### src/rtl/pcm_mic_capture.sv
// pcm_mic_capture
// ---------------
// Front end of the PCM microphone path. Generates the PDM bit clock, samples
// the 1-bit PDM stream through a 2-flop synchronizer, counts ones over a
// window of DEC bits and pushes each 8-bit count into the downstream sample
// FIFO with a single-cycle write strobe. A sample is dropped, and overrun is
// set, when the FIFO reports full during the push cycle.
//
// Ports:
//   clock     in   system clock, rising edge
//   reset     in   asynchronous active-low reset
//   enable    in   capture enable (level)
//   mic_data  in   PDM data, asynchronous to clock
//   mic_clk   out  PDM bit clock (registered), period 2*CLK_DIV clocks
//   mic_lrsel out  channel select, tied to left (0)
//   dout      out  PCM sample (number of ones in the last window)
//   wr        out  FIFO write strobe, one clock wide, never while full=1
//   full      in   FIFO full flag, only looked at in the push cycle
//   overrun   out  sticky flag: a sample was dropped because of full
module pcm_mic_capture #(
    parameter int CLK_DIV = 50,
    parameter int DEC     = 255
) (
    input  logic       clock,
    input  logic       reset,
    input  logic       enable,
    input  logic       mic_data,
    output logic       mic_clk,
    output logic       mic_lrsel,
    output logic [7:0] dout,
    output logic       wr,
    input  logic       full,
    output logic       overrun
);

    typedef enum logic [1:0] {
        ST_IDLE = 2'd0,
        ST_RUN  = 2'd1,
        ST_PUSH = 2'd2
    } state_t;

    localparam logic [9:0] DIV_LAST = 10'(CLK_DIV - 1);
    localparam logic [7:0] DEC_LAST = 8'(DEC - 1);

    state_t     state_r, state_n_s;
    logic       sync1_r, sync_d_r;
    logic [9:0] div_cnt_r, div_cnt_n_s;
    logic       mic_clk_r, mic_clk_n_s;
    logic [7:0] bit_cnt_r, bit_cnt_n_s;
    logic [7:0] ones_cnt_r, ones_cnt_n_s;
    logic [7:0] dout_r, dout_n_s;
    logic       overrun_r, overrun_n_s;
    logic       wr_s;
    logic       sample_s;

    // Two-flop synchronizer for the asynchronous PDM input.
    always_ff @(posedge clock or negedge reset) begin
        if (!reset) begin
            sync1_r  <= 1'b0;
            sync_d_r <= 1'b0;
        end else begin
            sync1_r  <= mic_data;
            sync_d_r <= sync1_r;
        end
    end

    // State and datapath registers.
    always_ff @(posedge clock or negedge reset) begin
        if (!reset) begin
            state_r    <= ST_IDLE;
            div_cnt_r  <= 10'd0;
            mic_clk_r  <= 1'b0;
            bit_cnt_r  <= 8'd0;
            ones_cnt_r <= 8'd0;
            dout_r     <= 8'd0;
            overrun_r  <= 1'b0;
        end else begin
            state_r    <= state_n_s;
            div_cnt_r  <= div_cnt_n_s;
            mic_clk_r  <= mic_clk_n_s;
            bit_cnt_r  <= bit_cnt_n_s;
            ones_cnt_r <= ones_cnt_n_s;
            dout_r     <= dout_n_s;
            overrun_r  <= overrun_n_s;
        end
    end

    // Next-state, divider, decimation counters and the write strobe.
    always_comb begin
        state_n_s    = state_r;
        div_cnt_n_s  = div_cnt_r;
        mic_clk_n_s  = mic_clk_r;
        bit_cnt_n_s  = bit_cnt_r;
        ones_cnt_n_s = ones_cnt_r;
        dout_n_s     = dout_r;
        overrun_n_s  = overrun_r;
        wr_s         = 1'b0;
        // Data is valid while mic_clk is high; we take it as mic_clk falls.
        // The push cycle can never coincide with a falling edge (CLK_DIV>=2).
        sample_s     = (state_r == ST_RUN) && mic_clk_r && (div_cnt_r == DIV_LAST);

        case (state_r)
            ST_IDLE: begin
                div_cnt_n_s  = 10'd0;
                mic_clk_n_s  = 1'b0;
                bit_cnt_n_s  = 8'd0;
                ones_cnt_n_s = 8'd0;
                if (enable) begin
                    state_n_s   = ST_RUN;
                    overrun_n_s = 1'b0;
                end else begin
                    state_n_s = ST_IDLE;
                end
            end
            ST_RUN, ST_PUSH: begin
                // A pending push always completes, even if enable just dropped.
                if (state_r == ST_PUSH) begin
                    if (full) begin
                        overrun_n_s = 1'b1;
                    end else begin
                        wr_s = 1'b1;
                    end
                end else begin
                    wr_s = 1'b0;
                end

                if (!enable) begin
                    // Abandon the partial window; dout and overrun keep their values.
                    state_n_s    = ST_IDLE;
                    div_cnt_n_s  = 10'd0;
                    mic_clk_n_s  = 1'b0;
                    bit_cnt_n_s  = 8'd0;
                    ones_cnt_n_s = 8'd0;
                end else begin
                    if (div_cnt_r == DIV_LAST) begin
                        div_cnt_n_s = 10'd0;
                        mic_clk_n_s = ~mic_clk_r;
                    end else begin
                        div_cnt_n_s = div_cnt_r + 10'd1;
                    end

                    if (sample_s) begin
                        if (bit_cnt_r == DEC_LAST) begin
                            // Window complete: the final bit is included in the sample.
                            dout_n_s     = ones_cnt_r + {7'd0, sync_d_r};
                            bit_cnt_n_s  = 8'd0;
                            ones_cnt_n_s = 8'd0;
                            state_n_s    = ST_PUSH;
                        end else begin
                            bit_cnt_n_s  = bit_cnt_r + 8'd1;
                            ones_cnt_n_s = ones_cnt_r + {7'd0, sync_d_r};
                            state_n_s    = ST_RUN;
                        end
                    end else begin
                        state_n_s = ST_RUN;
                    end
                end
            end
            default: begin
                state_n_s = ST_IDLE;
            end
        endcase
    end

    // wr follows full combinationally so it can never be high alongside full.
    assign wr        = wr_s;
    assign mic_clk   = mic_clk_r;
    assign mic_lrsel = 1'b0;
    assign dout      = dout_r;
    assign overrun   = overrun_r;

endmodule
### config.mk
export PLATFORM = sky130hd
export DESIGN_NAME = pcm_mic_capture
export DESIGN_NICKNAME = d
export VERILOG_FILES = /design/src/rtl/pcm_mic_capture.sv
export SDC_FILE = /design/constraint.sdc
export NUM_CORES = 1
export LEC_CHECK = 0
export BUFFER_PORTS_ARGS = -buffer_cell sky130_fd_sc_hd__buf_2
export CORE_MARGIN = 1.5
export CORE_UTILIZATION = 59
export DETAILED_ROUTE_END_ITERATION = 10
export PLACE_DENSITY_LB_ADDON = 0.2
export SYNTH_ARGS = -nofsm -noshare
export SYNTH_HDL_FRONTEND = slang
export SYNTH_SLANG_ARGS = --single-unit
### constraint.sdc
create_clock -name clock -period 2.82 [get_ports clock]
set_clock_uncertainty 0.2 [all_clocks]
set_input_delay 0.564 -clock clock [delete_from_list [all_inputs] [get_ports clock]]
set_output_delay 0.564 -clock clock [all_outputs]
set_load 0.01 [all_outputs]
==> results.cfg <==
[die]
die_h_um = 64.6
dieArea_um2 = 4170
start_util_pct = 61.1
rows = 22
die_x_um = 64.6
core_area_um2 = 3660
pin_count = 17

[drt]
wl_per_cell_um = 16.5
first_pass_iters = 4
routed_wl_mm = 4.61
m1WireLength_mm = 2.06
drc = 0
ant_nets = 0
avgViaCountPerCell = 6.15
drt-initial-drc-count = 118
vias = 1723
wl_met2_mm = 2.20
route.met3.wl_um = 273
topRoutingLayerUsed = met4

[critical_path]
crit_path_top_delay_cell = or3_1
worst-r2r-cell-count = 5
reg2reg_setup_slack_ps = 390
required_ps = 2800
rr_endpoint = dout[1]
crit_chain = inv_1 > ha_1 > nand2_1 > or3_1 > mux2_4
cp-start-kind = register
critPathMaxFanout = 10
crit_type = register to register
end_kind = register
reg2reg_from = state_r[0]
cp_top_family = simple AND/OR/NAND/NOR gates
worst-path-buf-inv = 1
crit_end = dout[1]
cpPeakStageDelay_ps = 620
critical_path_arrival_ps = 2410
path_depth = 5
setup.worst_path.start = state_r[0]

[logic_synthesis]
async_flop_share_pct = 100
synth_most_common_cell = dfrtp_1
synth_top_area_share_pct = 44.8
syn_inst = 215
synth_area_um2 = 2240
syn_avg_cell_area_um2 = 10.4
ys.flop_type = dfrtp_1
synth_common_cells = dfrtp_1, nand2_1, nor2_1, inv_1, nand3_1
synthTopCellsByArea = dfrtp_1, ha_1, mux2_4, a22o_1, xnor2_1
syn_nets = 230
yosys.area.top_type = dfrtp_1
ys_seq_area_share_pct = 44.8
ys_warn_count = 0
ys_ff_latch = 40
synth-edff-count = 0
synthDistinctLibCells = 50

[placement]
dp.cells = 272
place_area_um2 = 2350
place_congestion = 0.898
dp_slack_ps = 394
dp_hpwl_mm = 3.28
port_buffers = 15

[clock_tree]
postCtsSetupRepairBufs = 0
cts_buffer_depth = 2
cts_buffers = 5
htree_levels = 2
clk_latency_ps = 290
cts_tree = built
root_buffer = clkbuf_8
clock-sinks = 40
clk_pin_slew_ps = 80
post_cts_resized = 0
hold_buffers = 0

[cells_and_area]
antennaDiodeCount = 0
multi_input_area_um2 = 1150
stdcell_area_um2 = 2440
layout.nets = 246
final-seq-area_um2 = 1000
nFillCells = 291
drive_above_1_share_pct = 18.5
area_growth_pct = 9.18
final_cells = 280

[grt]
grt_max_degree = 41
grt_pass1_vias = 1654
overflow = 0
grt_first_pass_wirelength_mm = 7.91
grtUsageTotal_pct = 24.9
grt_antenna_before_repair = 0

[timing]
min_period_ps = 2430
final_max_slew_viol_count = 0
worst_pin_slew_ps = 873
setup_tns_ps = 0
fin_ws_ps = 394
slew_headroom_pct = 41.8
rsz0062_at_grt = false
max_freq_mhz = 412
finalHoldViolations = 0
fin_crit_sh_pct = 86.0
setup_violations = 0

[power]
total_power_w = 0.00117
power.density_nw_per_um2 = 481
p_leak_nw = 1.17
ir_worst_vdd_mv = 0.332

[hold_path]
hold_depth = 0
worstHoldPathType = register to register

[run]
max_cap_violations = 0

[outcome]
status = finished clean
==> stage by stage <==
step | hold WS [ps] | util (%)
6_report | 159 | 66.7
5_1_grt | 164 | 66.7
4_1_cts | 161 | 66.7
3_5_place_dp | 144 | 64.1
3_3_place_gp | 132 | 64.1
2_1_floorplan | 68.4 | -
==> worst reg2reg max path: cells and delay by family, from the launching register on <==
kind | cells | cell delay (ps)
and+or+nand+nor | 2 | 880
adders and majority gates | 1 | 420
DFF | 1 | 370
muxes | 1 | 370
buffers and inverters | 1 | 70
==> cells in the final DEF (no fill, tap or decap), types with 3 or more instances in the layout <==
master,n
a21oi_1,8
a221o_1,4
a22o_1,9
buf_2,15
buf_4,3
clkbuf_8,6
dfrtp_1,40
ha_1,10
inv_1,11
mux2_4,7
nand2_1,14
nand3_1,11
nor2_1,13
nor2b_1,4
nor3_1,9
nor4_1,4
o21ai_0,7
o221ai_1,6
xnor2_1,7
xor2_1,3
==> power by group <==
part	internal (W)	total, W	switching [W]	leakage (nW)
sequential	0.000593	0.000608	0.0000142	0.546
clock	0.000195	0.000391	0.000196	0.0510
combinational	0.0000715	0.000176	0.000105	0.572
total	0.000860	0.00117	0.000315	1.17
==> routing by layer <==
layer,global-route usage (%),up-vias
met4,9.57,0
met3,5.03,6
met1,34.1,836
li1,-,821
met2,39.2,60
met5,0,-
==> final cells by class <==
class,count,area share (%)
multi-input cells,155,47.1
flip-flops and latches,40,41.0
repair buffers,18,4.00
clock buffers,6,3.38
well taps,48,2.46
inverters,11,1.69
clock inverters,2,0.410
==> cells by family (layout without fill, tap and decap cells) <==
logic type / after synthesis / after routing / share of synthesized area, %
compound gates: 47 / 47 / 15.8
flops: 40 / 40 / 44.8
mux: 11 / 11 / 6.60
fa+ha+maj: 10 / 10 / 5.60
simple gates: 76 / 76 / 19.3
xor+xnor: 10 / 10 / 3.92
other cells: 1 / 1 / 0.168
buf+inv: 20 / 37 / 3.86
==> state kept, by name (all words and copies together), names as in the netlist <==
signal	flops
div_cnt_r	10
overrun	1
sync1_r	1
bit_cnt_r	8
sync_d_r	1
mic_clk	1
dout	8
state_r	2
ones_cnt_r	8
==> worst min path at each step <==
| stage | endpoint | from | slack [ps] |
|---|---|---|---|
| 2_1_floorplan | bit_cnt_r[0] | reset | 70 |
| 3_3_place_gp | sync_d_r | sync1_r | 130 |
| 3_5_place_dp | sync_d_r | sync1_r | 140 |
| 4_1_cts | sync_d_r | sync1_r | 160 |
| 5_1_grt | sync_d_r | sync1_r | 160 |
| 6_report | sync_d_r | sync1_r | 160 |
Note: power is estimated with default switching activity, not from simulation.
